**src/rtl/stencil_stream_pkg.sv**
```systemverilog
// Shared definitions for the stencil stream blocks: FSM state encoding,
// default pixel width and counter sizing helper.
package stencil_stream_pkg;

  typedef enum logic [1:0] {
    IDLE,
    LEFT,
    BODY,
    RIGHT
  } state_e;

  localparam int DEFAULT_WIDTH = 16;

  // Pad counts are limited to 0..7.
  localparam int PAD_CNT_W = 3;

  // Bits needed to hold a counter that runs 0..n-1 (at least one bit).
  function automatic int cnt_width(input int n);
    return (n <= 2) ? 1 : $clog2(n);
  endfunction

endpackage

```
**src/rtl/stencil_out_slot.sv**
```systemverilog
// Single registered output slot: holds one beat (data plus row/frame flags)
// and exports slot_free so the producer knows it may load this cycle.
module stencil_out_slot
  import stencil_stream_pkg::*;
#(
  parameter int WIDTH = DEFAULT_WIDTH
) (
  input  logic             clk,
  input  logic             reset,
  input  logic             i_load,
  input  logic [WIDTH-1:0] i_data,
  input  logic             i_first,
  input  logic             i_last,
  input  logic             i_eof,
  input  logic             i_out_ready,
  output logic             o_valid,
  output logic [WIDTH-1:0] o_data,
  output logic             o_first,
  output logic             o_last,
  output logic             o_eof,
  output logic             o_slot_free
);

  logic             r_valid;
  logic [WIDTH-1:0] r_data;
  logic             r_first;
  logic             r_last;
  logic             r_eof;

  // The slot can take a new beat when it is empty or its beat leaves now.
  assign o_slot_free = !r_valid || i_out_ready;

  // Load a new beat, drain to empty, or hold everything while stalled.
  // NOTE: sequential state is written with <= so every register samples
  // pre-edge values; blocking = here would create order-dependent races.
  always_ff @(posedge clk or posedge reset) begin
    if (reset) begin
      r_valid <= 1'b0;
      r_data  <= '0;
      r_first <= 1'b0;
      r_last  <= 1'b0;
      r_eof   <= 1'b0;
    end else if (i_load) begin
      r_valid <= 1'b1;
      r_data  <= i_data;
      r_first <= i_first;
      r_last  <= i_last;
      r_eof   <= i_eof;
    end else if (o_slot_free) begin
      r_valid <= 1'b0;
    end
  end

  assign o_valid = r_valid;
  assign o_data  = r_data;
  assign o_first = r_first;
  assign o_last  = r_last;
  assign o_eof   = r_eof;

endmodule

```
**src/rtl/stencil_edge_pad_source.sv**
```systemverilog
// Replicate-edge padding source: takes raw row pixels and emits each row
// with PAD_L copies of the first pixel before it and PAD_R copies of the
// last pixel after it, tagging first/last/eof beats for the line buffer.
module stencil_edge_pad_source
  import stencil_stream_pkg::*;
#(
  parameter int WIDTH    = DEFAULT_WIDTH,
  parameter int ROW_LEN  = 64,
  parameter int NUM_ROWS = 64,
  parameter int PAD_L    = 2,
  parameter int PAD_R    = 1
) (
  input  logic             clk,
  input  logic             reset,
  input  logic             in_valid,
  output logic             in_ready,
  input  logic [WIDTH-1:0] in_data,
  output logic             out_valid,
  input  logic             out_ready,
  output logic [WIDTH-1:0] out_data,
  output logic             out_first,
  output logic             out_last,
  output logic             out_eof
);

  localparam int COL_W = cnt_width(ROW_LEN);
  localparam int ROW_W = cnt_width(NUM_ROWS);

  localparam logic [COL_W-1:0]     COL_LAST  = COL_W'(ROW_LEN - 1);
  localparam logic [ROW_W-1:0]     ROW_LAST  = ROW_W'(NUM_ROWS - 1);
  localparam logic [PAD_CNT_W-1:0] PAD_L_CNT = PAD_CNT_W'(PAD_L);
  localparam logic [PAD_CNT_W-1:0] PAD_R_CNT = PAD_CNT_W'(PAD_R);

  state_e                 r_state;
  logic [COL_W-1:0]       r_col_cnt;
  logic [ROW_W-1:0]       r_row_cnt;
  logic [PAD_CNT_W-1:0]   r_pad_cnt;
  logic [WIDTH-1:0]       r_edge;

  logic                   w_slot_free;
  logic                   w_accept;
  logic                   w_col_last;
  logic                   w_row_last;
  logic                   w_pad_last;
  logic [ROW_W-1:0]       w_row_next;

  logic                   w_load;
  logic [WIDTH-1:0]       w_load_data;
  logic                   w_load_first;
  logic                   w_load_last;
  logic                   w_load_eof;

  // Upstream is only accepted while pixels are being passed through; pad
  // beats come from r_edge, so in_ready never depends on in_valid.
  assign in_ready   = w_slot_free && ((r_state == IDLE) || (r_state == BODY));
  assign w_accept   = in_valid && in_ready;
  assign w_col_last = (r_col_cnt == COL_LAST);
  assign w_row_last = (r_row_cnt == ROW_LAST);
  assign w_pad_last = (r_pad_cnt == PAD_CNT_W'(1));
  assign w_row_next = w_row_last ? '0 : r_row_cnt + ROW_W'(1);

  // Decide what (if anything) goes into the output slot this cycle.
  // NOTE: every signal gets a default before the case so no path leaves it
  // unassigned; a missing default in always_comb would infer a latch.
  always_comb begin
    w_load       = 1'b0;
    w_load_data  = in_data;
    w_load_first = 1'b0;
    w_load_last  = 1'b0;
    w_load_eof   = 1'b0;
    case (r_state)
      IDLE: begin
        if (w_accept) begin
          w_load       = 1'b1;
          w_load_first = 1'b1;
        end
      end
      LEFT: begin
        if (w_slot_free) begin
          w_load      = 1'b1;
          w_load_data = r_edge;
        end
      end
      BODY: begin
        if (w_accept) begin
          w_load = 1'b1;
          if (w_col_last && (PAD_R == 0)) begin
            w_load_last = 1'b1;
            w_load_eof  = w_row_last;
          end
        end
      end
      RIGHT: begin
        if (w_slot_free) begin
          w_load      = 1'b1;
          w_load_data = r_edge;
          if (w_pad_last) begin
            w_load_last = 1'b1;
            w_load_eof  = w_row_last;
          end
        end
      end
      default: ;
    endcase
  end

  // Row sequencing FSM with column, row and pad counters and the edge pixel.
  always_ff @(posedge clk or posedge reset) begin
    if (reset) begin
      r_state   <= IDLE;
      r_col_cnt <= '0;
      r_row_cnt <= '0;
      r_pad_cnt <= '0;
      r_edge    <= '0;
    end else begin
      case (r_state)
        IDLE: begin
          if (w_accept) begin
            r_edge <= in_data;
            if (PAD_L > 0) begin
              r_state   <= LEFT;
              r_pad_cnt <= PAD_L_CNT;
            end else begin
              r_state   <= BODY;
              r_col_cnt <= COL_W'(1);
            end
          end
        end
        LEFT: begin
          if (w_slot_free) begin
            r_pad_cnt <= r_pad_cnt - PAD_CNT_W'(1);
            if (w_pad_last) begin
              r_state   <= BODY;
              r_col_cnt <= COL_W'(1);
            end
          end
        end
        BODY: begin
          if (w_accept) begin
            r_col_cnt <= r_col_cnt + COL_W'(1);
            if (w_col_last) begin
              r_edge <= in_data;
              if (PAD_R > 0) begin
                r_state   <= RIGHT;
                r_pad_cnt <= PAD_R_CNT;
              end else begin
                r_state   <= IDLE;
                r_col_cnt <= '0;
                r_row_cnt <= w_row_next;
              end
            end
          end
        end
        RIGHT: begin
          if (w_slot_free) begin
            r_pad_cnt <= r_pad_cnt - PAD_CNT_W'(1);
            if (w_pad_last) begin
              r_state   <= IDLE;
              r_col_cnt <= '0;
              r_row_cnt <= w_row_next;
            end
          end
        end
        default: r_state <= IDLE;
      endcase
    end
  end

  stencil_out_slot #(
    .WIDTH (WIDTH)
  ) u_slot (
    .clk         (clk),
    .reset       (reset),
    .i_load      (w_load),
    .i_data      (w_load_data),
    .i_first     (w_load_first),
    .i_last      (w_load_last),
    .i_eof       (w_load_eof),
    .i_out_ready (out_ready),
    .o_valid     (out_valid),
    .o_data      (out_data),
    .o_first     (out_first),
    .o_last      (out_last),
    .o_eof       (out_eof),
    .o_slot_free (w_slot_free)
  );

endmodule

```
**config.mk**
```make
export PLATFORM = sky130hd
export DESIGN_NAME = stencil_edge_pad_source
export DESIGN_NICKNAME = d
export VERILOG_FILES = /design/src/rtl/stencil_stream_pkg.sv /design/src/rtl/stencil_out_slot.sv /design/src/rtl/stencil_edge_pad_source.sv
export SDC_FILE = /design/constraint.sdc
export NUM_CORES = 1
export LEC_CHECK = 0
export CELL_PAD_IN_SITES_DETAIL_PLACEMENT = 1
export CELL_PAD_IN_SITES_GLOBAL_PLACEMENT = 1
export CORE_MARGIN = 2
export CORE_UTILIZATION = 40
export CTS_BUF_LIST = sky130_fd_sc_hd__clkbuf_2 sky130_fd_sc_hd__clkbuf_4 sky130_fd_sc_hd__clkbuf_8
export CTS_CLUSTER_SIZE = 20
export DETAILED_ROUTE_END_ITERATION = 8
export PLACE_DENSITY = 0.76
export SETUP_SLACK_MARGIN = 0.4
export SYNTH_ARGS = -nofsm -noshare
export SYNTH_HDL_FRONTEND = slang
export SYNTH_SLANG_ARGS = --single-unit
```
**constraint.sdc**
```tcl
create_clock -name clk -period 2.1 [get_ports clk]
set_input_delay 0.21 -clock clk [delete_from_list [all_inputs] [get_ports clk]]
set_output_delay 0.21 -clock clk [all_outputs]
set_load 0.01 [all_outputs]
```
Yosys cells after proc, flatten, opt, wreduce, memory -nomap -nowiden
Index checks and enable logic that the tools add are counted.
- register bits after elaboration: 53
- input bits: 20
- output and inout port bits: 21
- word-level logic and storage cells: 81
- add/subtract/negate cells: 3
- equal/unequal tests: 14
- multiplexer cells: 38
- bitwise logic cells: 1
- reduce and logical (&&, ||, !) cells: 15
- operators with widths (operator ; count):
    16-bit 2-to-1 mux ; 5
    6-bit 2-to-1 mux ; 6
    16-bit case mux with 2 select lines ; 1
    6-bit case mux with 3 select lines ; 1
    2-bit 2-to-1 mux ; 7
    2-bit inequality test, second input constant ; 7
    6-bit by 1-bit adder with 6-bit output, second input constant ; 2
    6-bit equality test, second input constant ; 2
    3-bit 2-to-1 mux ; 4
    1-bit 2-to-1 mux ; 11
    3-bit case mux with 3 select lines ; 1
    2-bit case mux with 4 select lines ; 1
    4-bit AND reduction ; 2
    7-bit AND reduction ; 1
    6-bit AND reduction ; 1
    2-bit equality test, second input constant ; 2
    2-bit nonzero test ; 2
    2-bit OR reduction ; 2
    3-bit by 1-bit equality test with 1-bit output, second input constant ; 1
    3-bit AND reduction ; 1
    3-bit by 1-bit subtractor with 3-bit output, second input constant ; 1
    2-bit by 1-bit equality test with 1-bit output, second input constant ; 1
    1-bit logical AND ; 2
    2-bit zero test ; 1
    5 further kinds ; 6

Logic depth before layout (Yosys ltp)
Gate-level depths: netlist of run 1.
- word-level depth: 7
- mapped depth: 9
- gate-level depth less buffers: 6

By module
From an unflattened synthesis of run 1, not the netlist that was laid out.
- cell total of the unflattened synthesis: 213
- area, all modules: 2733.9 um2
- modules (own cells, without submodules) (module ; times used ; cells an instance ; area an instance (um2) ; sequential area each (um2)):
    stencil_edge_pad_source ; 1 ; 169 ; 1909.3 ; 825.8
    stencil_out_slot ; 1 ; 44 ; 824.5 ; 500.5

Least setup slack after synthesis of run 1
OpenSTA, ideal clock, no wires.
- path kind: register to register
- from: reg r_state[0]
- to: reg r_edge[0]
- setup time: 0.125 ns
- arrival: 1.805 ns
- required time: 1.975 ns
- slack: 0.170 ns
- stages on the path, launching flop included: 9
- buffers on the path: 2
- period minus slack after synthesis: 1.930 ns
- cells stage by stage: dfrtp_1 > inv_1 > ha_1 > inv_1 > a41oi_4 > or2_1 > buf_6 > buf_12 > mux2_4
- longest elaborated chain between the ends: 6
- elaborated cells between the ends (all ways): 11
- classes of those cells: eq/ne (4); mux (1); reduce/logical (6)
- RTL lines (item ; line ; source):
    from (decl) ; stencil_edge_pad_source.sv:34 ; state_e r_state;
    from (signal assigned) ; stencil_edge_pad_source.sv:110 ; r_state <= IDLE;
    from (signal assigned) ; stencil_edge_pad_source.sv:121 ; r_state <= LEFT;
    from (signal assigned) ; stencil_edge_pad_source.sv:124 ; r_state <= BODY;
    2-bit equality test or 2-bit zero test (tied branches) ; stencil_edge_pad_source.sv:55, stencil_edge_pad_source.sv:116 ;
    1-bit logical OR ; stencil_edge_pad_source.sv:55 ; assign in_ready = w_slot_free && ((r_state == IDLE) || (r_state == BODY));
    1-bit logical AND ; stencil_edge_pad_source.sv:55 ;
    1-bit logical AND ; stencil_edge_pad_source.sv:56 ; assign w_accept = in_valid && in_ready;
    2-bit inequality test (no source line) ; n/a ;
    4-bit AND reduction (no source line) ; n/a ;
    to (signal assigned) ; stencil_edge_pad_source.sv:119 ; r_edge <= in_data;
    to (signal assigned) ; stencil_edge_pad_source.sv:142 ; r_edge <= in_data;
    to (decl) ; stencil_edge_pad_source.sv:38 ; logic [WIDTH-1:0] r_edge;
Parallel ways exist; a longest one is shown, timed or not.
A chain may end at the register's enable or synchronous reset.

Worst setup path after layout of run 1
- from: reg r_state[1]
- to: reg r_edge[0]
The elaborated chain is that of the path after synthesis.

==> results.cfg, run 1 <==
[outcome]
outcome = finished, final reports clean

[detailed_routing]
viasPerCell = 5.52
ant_nets = 0
drt_iter0_drc = 75
drt-wirelength-per-cell_um = 20.5
vias = 2107
drt_first_pass_iters = 4
drc = 0
routed_wl_mm = 7.82

[yosys]
syn_area_per_cell_um2 = 11.4
synth_ff_type = dfrtp_1
synthTopCellsByArea = dfrtp_1 50%, mux2i_1 7.2%, mux2_4 5.7%
synth.ff_latch_count = 53
synth_top_area_share_pct = 50.2
synthesis.nets = 261
syn-cell-area_um2 = 2640
synth_top_area_cell = dfrtp_1
synthArstFlopShare_pct = 100
syn_inst = 232
synth.distinct_cells = 46
synth_seq_area_share_pct = 50.2
yosysWarnings = 0
synth-edff-count = 0
synthTopCellsByCount = 53 x dfrtp_1, 20 x a21oi_1, 19 x mux2i_1
synth.most_common_cell = dfrtp_1

[finish]
final_layout_size_suffix_gt1_share_pct = 30.8
num-nets-final = 333
syn2layout_area_growth_pct = 40.5
diodes = 0

[timing]
rsz0062_at_grt = true
tns_ns = 0
report.final.slew_viol_count = 0
setup_viol = 0
hold_viol = 0
fmax_ghz = 0.554
fin_crit_sh_pct = 86.0
worst_slew_pin_slew_ns = 0.425
period_minus_slack_ns = 1.81
worst_slack_ns = 0.295
clock_skew_ns = 0.00998
slew_headroom_pct = 71.6

[placement]
place_congestion = 0.784
io_buffer_count = 40
dp_slack_ns = 0.0803
dp_hpwl_mm = 4.04

[floorplan]
dieArea_um2 = 7270
die_h_um = 85.3
io_pins = 41
initial_core_util_pct = 41.4
coreArea_um2 = 6390
rows = 29
die_x_um = 85.3

[clock_network]
clkSlewWorstSetupHoldPaths_ns = 0.10
cts_tree = yes
clock-sinks = 53
clk_latency_ns = 0.31
cts_buffers = 5
cts_buffer_depth = 2
cts_root_buffer = clkbuf_8
h-tree-depth = 2

[setup_path]
path_max_fanout = 8
reg2reg_depth = 7
critical_path_arrival_ns = 2.00
r2r_end = r_edge[0]$_DFFE_PP0P_
worst-setup-path-type = reg2reg
cp-start-kind = register
critPathCaptureType = register
slowest_delay_ns = 0.47
r2r_slack_ns = 0.29
crit_chain = inv_4 > ha_4 > nor2_4 > nand3b_4 > or2_4 > buf_12 > mux2_4
slowest_stage = dfrtp_2
critPathRequiredTime_ns = 2.30
r2r-start = r_state[1]$_DFFE_PP0P_

[power]
vdd.ir_drop.worst_mv = 0.665
powerDensity_nw_per_um2 = 1610
p_leak_nw = 1.73

[global_route]
antenna_found_initial = 0
grt_overflow = 0
grt_usage_pct = 18.6
grt_pass1_wl_mm = 10.6
grt_max_degree = 37
grt_pass1_vias = 2088

[min_path]
hold_class = in2async

[flow_run]
max_cap_viol_count = 0
kinds of logic (layout without fill, tap and decap cells):
family | after synthesis | count (layout) | share of synthesized area [%]
flip-flops | 53 | 53 | 50.2
AND/OR/NAND/NOR | 61 | 61 | 11.8
adder cells (fa/ha/maj) | 9 | 9 | 4.26
multiplexers | 36 | 36 | 15.9
buffers and inverters | 19 | 92 | 4.41
XOR/XNOR | 2 | 2 | 0.663
AO/OA/AOI/OAI | 52 | 52 | 12.8
worst max-delay path: cells and delay by family, from the launching register on:
kind                       cells  cell delay [ns]
DFF                            1             0.47
and+or+nand+nor                3             0.50
adders and majority gates      1             0.17
muxes                          1             0.29
buffers and inverters          2             0.26
cells in the final DEF, fill, tap and decap left out, drive strengths merged, types with 10 or more instances in the layout:
| cell | n |
|---|---|
| dfrtp | 53 |
| clkdlybuf4s50 | 39 |
| buf | 34 |
| a21oi | 21 |
| nor2 | 20 |
| mux2i | 19 |
| mux2 | 17 |
| nand2 | 14 |
| o21ai | 10 |
repair_timing:
action / in CTS / in global routing
hold buffers: 0 / 0
pin swaps: 4 / 10
resized for setup: 19 / 23
setup buffers: 12 / 9
gates cloned: 1 / 5
setup endpoints to repair: 42 / 47
final cells by class:
type                       count  area [um2]
fill                         644        2680
multi-input combinational    160        1350
sequential                    53        1330
timing repair buffer          76         811
tap                           77        96.3
clock buffer                   6        76.3
inverter                       8        37.5
clock inverter                 2        13.8
report_power, final:
| part | internal [mW] | switching, mW | leakage, nW | total, mW |
|---|---|---|---|---|
| registers | 1.46 | 0.300 | 0.643 | 1.76 |
| clock network | 0.252 | 0.366 | 0.0490 | 0.618 |
| logic | 1.95 | 1.64 | 1.04 | 3.59 |
worst max-delay path by stage:
| stage | startpoint | end | slack, ns | cells after the start |
|---|---|---|---|---|
| 6_report | r_state[1]$_DFFE_PP0P_ | r_edge[0]$_DFFE_PP0P_ | 0.29 | 7 |
| 3_5_place_dp | out_ready | in_ready | 0.08 | 4 |
| 4_1_cts | r_state[1]$_DFFE_PP0P_ | r_edge[0]$_DFFE_PP0P_ | 0.29 | 7 |
| 5_1_grt | r_state[1]$_DFFE_PP0P_ | r_edge[6]$_DFFE_PP0P_ | 0.24 | 7 |
| 3_3_place_gp | out_ready | in_ready | 0.07 | 4 |
| 2_1_floorplan | r_state[0]$_DFFE_PP0P_ | r_edge[0]$_DFFE_PP0P_ | 0.25 | 8 |
sequential cells by signal (all words and copies together) (netlist names):
register and flops:
u_slot.o_eof 1, u_slot.o_data 16, u_slot.o_valid 1, r_pad_cnt 3
r_row_cnt 6, r_edge 16, r_col_cnt 6, r_state 2
u_slot.o_last 1, u_slot.o_first 1
metal layers:
metal	wire, um	track usage, %	part of all wire, %
met1	3490	24.9	45
met2	3990	31.3	51
met3	256	3.31	3.3
met5	0	0	0
met4	78	4.76	1.0
per-stage QoR:
stage	power [mW]	utilization (%)	cells	hold WS, ns	area, um2
3_5_place_dp	4.23	49.6	347	0.468	3170
6_report	5.97	58.1	382	0.195	3710
4_1_cts	5.19	53.8	368	0.216	3440
5_1_grt	6.32	58.1	382	0.235	3710
2_1_floorplan	3.35	-	232	0.359	2670
3_3_place_gp	4.14	49.6	347	0.459	3170
No activity file was read; power rests on OpenSTA's default activity.
==> run 2, diff against run 1 <==
ABC_AREA = 1   (was unset)
PLACE_DENSITY = 0.8   (was 0.76)
SKIP_CTS_REPAIR_TIMING = 1   (was unset)
==> run 2 against run 1 <==
Net effect: the flow now finishes with violations (DRC); design area down 6.7%; clock power increased by 18%; hold slack better by 0.057 ns; sequential share of layout area is 2.6 points higher; sequential power is 2% lower; maximum frequency up 4.4%; critical path type is now reg2out; largest power group unchanged.
==> results.cfg, run 2 <==
[clock_network]
h-tree-depth = 2
cts_buffer_depth = 2
clk_latency_ns = 0.32
cts_tree = yes
cts_buffers = 5
clkSlewWorstSetupHoldPaths_ns = 0.10
clock-sinks = 53
cts_root_buffer = clkbuf_8

[detailed_routing]
vias = 2233
drt_iter0_drc = 119
viasPerCell = 4.96
drc = 2
drt_first_pass_iters = 6
ant_nets = 0
routed_wl_mm = 6.53
drt-wirelength-per-cell_um = 14.5

[finish]
num-nets-final = 401
final_cell_count_no_fill = 450
diodes = 0
final_cell_mix = 103 x nand2_1, 51 x dfrtp_1, 39 x clkdlybuf4s50_1
fillerInstances = 760
final_layout_size_suffix_gt1_share_pct = 16.9
syn2layout_area_growth_pct = 29.1
layout_commonest_cell = nand2_1

[timing]
fmax_ghz = 0.578
slew_headroom_pct = 80.3
worst_slew_pin_slew_ns = 0.296
clock_skew_ns = 0.00720
rsz0062_at_grt = true
period_minus_slack_ns = 1.73
setup_viol = 0
fin_crit_sh_pct = 82.3
hold_viol = 0
report.final.slew_viol_count = 0

[global_route]
grt_pass1_wl_mm = 10.4
grt_overflow = 0
grt_max_degree = 54
grt_pass1_vias = 2298
antenna_found_initial = 0
grt_usage_pct = 17.8

[placement]
dpl.cell_count = 435
io_buffer_count = 40
place_congestion = 0.768
dp_hpwl_mm = 4.19

[setup_path]
r2r_end = r_edge[0]$_DFFE_PP0P_
slowest_delay_ns = 0.43
crit_top_cell = inv_2
crit_path_end = in_ready
critical_path_arrival_ns = 1.52
reg2reg_depth = 10
crit_chain = inv_2 > ha_4 > inv_2 > nand2_4 > inv_2 > nor2_4 > buf_6
worst-setup-path-type = reg2out
critPathRequiredTime_ns = 1.89
cp-start-kind = register
critPathCaptureType = output pin
slowest_stage = dfrtp_1
setup.worst_path.start = r_state[0]$_DFFE_PP0P_
r2r-start = r_state[0]$_DFFE_PP0P_
path_max_fanout = 5
r2r_slack_ns = 0.46

[floorplan]
coreArea_um2 = 6420
io_pins = 41
initial_core_util_pct = 41.8
rows = 29
dieArea_um2 = 7380
die_h_um = 85.9
die_x_um = 85.9

[power]
p_sw_mw = 2.19
power.internal_mw = 3.03
p_clk_share_pct = 14.0
powerDensity_nw_per_um2 = 1510
vdd.ir_drop.worst_mv = 0.545
power.total_mw = 5.22
p_sw_share_pct = 41.9
p_comb_share_pct = 53.1
p_leak_nw = 1.70
power.share.sequential_pct = 32.9

[yosys]
yosysWarnings = 0
synthTopCellsByArea = dfrtp_1 49%, nand2_1 15%, o21ai_0 7.5%
synthArstFlopShare_pct = 100
synth.ff_latch_count = 53
syn_area_per_cell_um2 = 8.31
syn_inst = 323
synth_top_area_share_pct = 49.4
synth.most_common_cell = nand2_1
synthesis.nets = 352
synth_top_area_cell = dfrtp_1
synth-edff-count = 0
synthTopCellsByCount = 107 x nand2_1, 53 x dfrtp_1, 40 x inv_1, 40 x o21ai_0, 16 x o21ai_2
synth_ff_type = dfrtp_1
synth_seq_area_share_pct = 49.4
synth.distinct_cells = 24
syn-cell-area_um2 = 2680

[outcome]
violations = DRC
outcome = finished, violations left

[min_path]
hold_class = in2async

[flow_run]
max_cap_viol_count = 0
## run 2: cells by family after synthesis
kind of cell | count (synthesis) | synth area share [%]
xor gates and xnor gates | 3 | 0.980
and+or+nand+nor | 144 | 22.6
buffers and inverters | 52 | 8.39
AOI/OAI and AO/OA | 62 | 14.4
DFF | 53 | 49.4
adders and majority gates | 9 | 4.20
## run 2: layer usage
metal | global-route usage, % | wire length (um) | vias up
li1 | - | - | 1126
met1 | 23.2 | 3060 | 1068
met2 | 30.2 | 3210 | 32
met3 | 2.89 | 171 | 7
met4 | 5.63 | 80 | 0
met5 | 0 | 0 | -
## run 2: through the flow
| stage | setup WS, ns | utilization [%] | TNS [ns] | area [um2] | hold slack [ns] |
|---|---|---|---|---|---|
| 2_1_floorplan | 0.452 | - | 0 | 2680 | 0.370 |
| 3_3_place_gp | 0.210 | 49.5 | 0 | 3180 | 0.459 |
| 3_5_place_dp | 0.133 | 49.5 | 0 | 3180 | 0.466 |
| 4_1_cts | -0.234 | 51.3 | -0.234 | 3290 | 0.273 |
| 5_1_grt | 0.291 | 53.9 | 0 | 3460 | 0.286 |
| 6_report | 0.371 | 53.9 | 0 | 3460 | 0.252 |
## run 2: how the worst min path moves through the flow
stage                                          from                   endpoint  slack (ns)  cells past startpoint
after floorplan                         in_data[10]     r_edge[10]$_DFFE_PP0P_        0.37                      2
after global placement        r_edge[2]$_DFFE_PP0P_      r_edge[2]$_DFFE_PP0P_        0.46                      2
after detailed placement  u_slot.o_last$_DFFE_PP0P_  u_slot.o_last$_DFFE_PP0P_        0.47                      2
after CTS                                     reset   r_row_cnt[0]$_DFFE_PP0P_        0.27                      3
after global routing                          reset   r_row_cnt[5]$_DFFE_PP0P_        0.29                      3
final                                         reset   r_row_cnt[5]$_DFFE_PP0P_        0.25                      3
## run 2: final cells by class
| class | instances | area (um2) | area share, % |
|---|---|---|---|
| clock buffer | 6 | 76.3 | 2.20 |
| clock inverter | 2 | 38.8 | 1.12 |
| inverter | 41 | 156 | 4.52 |
| multi-input combinational | 218 | 1200 | 34.6 |
| sequential | 53 | 1330 | 38.4 |
| tap | 77 | 96.3 | 2.78 |
| timing repair buffer | 53 | 567 | 16.4 |
## run 2: worst max-delay path: cells and delay by family (launching register included)
family                   cells  cell delay [ns]
flip-flops                   1             0.43
AND/OR/NAND/NOR              2             0.24
adder cells (fa/ha/maj)      1             0.15
buffers and inverters        4             0.39
## run 2: power groups by stage
stage | sequential (mW) | combinational [mW] | clock [mW]
finish | 1.72 | 2.77 | 0.730
global route | 1.78 | 3.11 | 0.781
CTS | 1.72 | 2.38 | 0.753
detailed placement | 1.73 | 2.36 | 0
global placement | 1.71 | 2.28 | 0
floorplan | 1.75 | 1.47 | 0
==> run 3, diff against run 2 <==
CORE_UTILIZATION = 37   (was 40)
PLACE_DENSITY = 0.78   (was 0.8)
clock period = 1.5 ns   (was 2.1 ns; I/O delays follow)
==> run 3 against run 2 <==
Net effect: the run ends with setup timing left; clock power up 47%; critical path depth up 4; flip-flop and latch count unchanged; critical endpoint is now u_slot.o_data[7]$_DFFE_PP0P_; sequential share of layout area down 8.1 points; setup slack worse by 0.57 ns; count of clock-buffer cells in the layout unchanged; critical path type is now reg2reg; sequential power up 46%; via count up 19%.
==> results.cfg, run 3 (synthesis gave the netlist of run 2 again) <==
[outcome]
outcome = finished, violations left
violations = setup timing

[clock_network]
cts_buffer_depth = 2
clkSlewWorstSetupHoldPaths_ns = 0.11
clock-sinks = 53
cts_tree = yes
cts_root_buffer = clkbuf_8
clk_latency_ns = 0.33
cts_buffers = 5
h-tree-depth = 2

[power]
p_comb_share_pct = 64.8
power.total_mw = 10.2
p_sw_mw = 4.60
vdd.ir_drop.worst_mv = 0.867
p_sw_share_pct = 45.3
p_clk_share_pct = 10.5
p_leak_nw = 2.28
power.internal_mw = 5.57
powerDensity_nw_per_um2 = 2320
power.share.sequential_pct = 24.7

[detailed_routing]
ant_nets = 0
drc = 0
vias = 2656
viasPerCell = 5.22
drt_iter0_drc = 133
routed_wl_mm = 10.4
drt-wirelength-per-cell_um = 20.4
drt_first_pass_iters = 4

[timing]
report.final.slew_viol_count = 0
hold_viol = 0
setup_viol = 48
clock_skew_ns = 0.00984
period_minus_slack_ns = 1.70
rsz0062_at_grt = true
worst_slack_ns = -0.197
worst_slew_pin_slew_ns = 0.318
fin_crit_sh_pct = 113
slew_headroom_pct = 78.7
fmax_ghz = 0.589

[finish]
num-nets-final = 438
multi_input_area_um2 = 1610
final_cell_count_no_fill = 509
final_cell_mix = 60 x nand2_1, 53 x dfrtp_1, 33 x nand2_2
register_area_um2 = 1330
syn2layout_area_growth_pct = 63.2
final_layout_size_suffix_gt1_share_pct = 43.9
layout_commonest_cell = nand2_1
fillerInstances = 799
diodes = 0

[global_route]
grt_max_degree = 46
grt_overflow = 0
met2_usage_pct = 31.2
grt_pass1_wl_mm = 11.0
grt.busiest_layer = met2
grtUsageMet1_pct = 22.7
grt_pass1_vias = 2373
met3_usage_pct = 3.32
antenna_found_initial = 0
grt_usage_pct = 17.9

[min_path]
hold_class = in2async

[floorplan]
die_h_um = 89.2
io_pins = 41
die_x_um = 89.2
dieArea_um2 = 7950
coreArea_um2 = 7140
rows = 31
initial_core_util_pct = 37.6

[placement]
io_buffer_count = 40
dp_hpwl_mm = 4.77
place_congestion = 0.782
dpl.cell_count = 479
dp_slack_ns = -0.161

[setup_path]
critical_path_arrival_ns = 1.95
critPathRequiredTime_ns = 1.75
critPathCaptureType = register
path_max_fanout = 7
worst-setup-path-type = reg2reg
reg2reg_depth = 11
cp-start-kind = register

[flow_run]
max_cap_viol_count = 0
## run 3: power groups by stage
stage	clock network, mW	registers [mW]	logic [mW]
6_report	1.07	2.51	6.59
5_1_grt	1.13	2.56	7.06
4_1_cts	1.05	2.38	3.96
3_5_place_dp	0	2.40	3.95
3_3_place_gp	0	2.37	3.75
2_1_floorplan	0	2.46	2.21
## run 3: final timing paths
| check | end | from | slack (ns) |
|---|---|---|---|
| min reg2reg | u_slot.o_eof$_DFFE_PP0P_ | u_slot.o_eof$_DFFE_PP0P_ | 0.48 |
| max in group asynchronous | u_slot.o_data[10]$_DFFE_PP0P_ | reset | 0.88 |
| max | u_slot.o_data[7]$_DFFE_PP0P_ | r_state[1]$_DFFE_PP0P_ | -0.20 |
| min | r_pad_cnt[2]$_DFFE_PP0P_ | reset | 0.10 |
| max reg2reg | u_slot.o_data[7]$_DFFE_PP0P_ | r_state[1]$_DFFE_PP0P_ | -0.20 |
| min in group clk | r_edge[3]$_DFFE_PP0P_ | in_data[3] | 0.39 |
## run 3: layout make-up
class                           count  share of cell area [%]
Timing Repair Buffer               90                    23.5
Clock inverter                      2                   0.886
Clock buffer                        6                    1.74
Sequential cell                    53                    30.3
Inverter                           41                    3.94
Multi-Input combinational cell    218                    36.8
Tap cell                           99                    2.83
## run 3: metrics by stage
step                      hold slack [ns]  TNS [ns]  area, um2  utilization, %
after floorplan                     0.211         0       2730               -
after global routing                0.135     -6.94       4380            61.4
after global placement              0.456     -1.16       3420            47.9
after CTS                           0.123     -3.60       3540            49.6
after detailed placement            0.457     -3.10       3420            47.9
final                               0.105     -3.87       4380            61.4
## run 3: worst max-delay path: stages (launching register included)
cell	delay (ns)
dfrtp_1	0.42
inv_2	0.08
buf_6	0.13
ha_4	0.16
inv_2	0.06
nand2_4	0.08
nand2_8	0.13
nand2_4	0.08
inv_8	0.11
clkbuf_16	0.17
nand2_1	0.06
o21ai_1	0.11
## run 3: routing by layer
layer | wire length (um) | part of all wire, % | vias up
met3 | 398 | 3.8 | 29
li1 | - | - | 1208
met1 | 4160 | 40 | 1355
met4 | 376 | 3.6 | 0
met2 | 5450 | 52 | 64
met5 | 0 | 0 | -
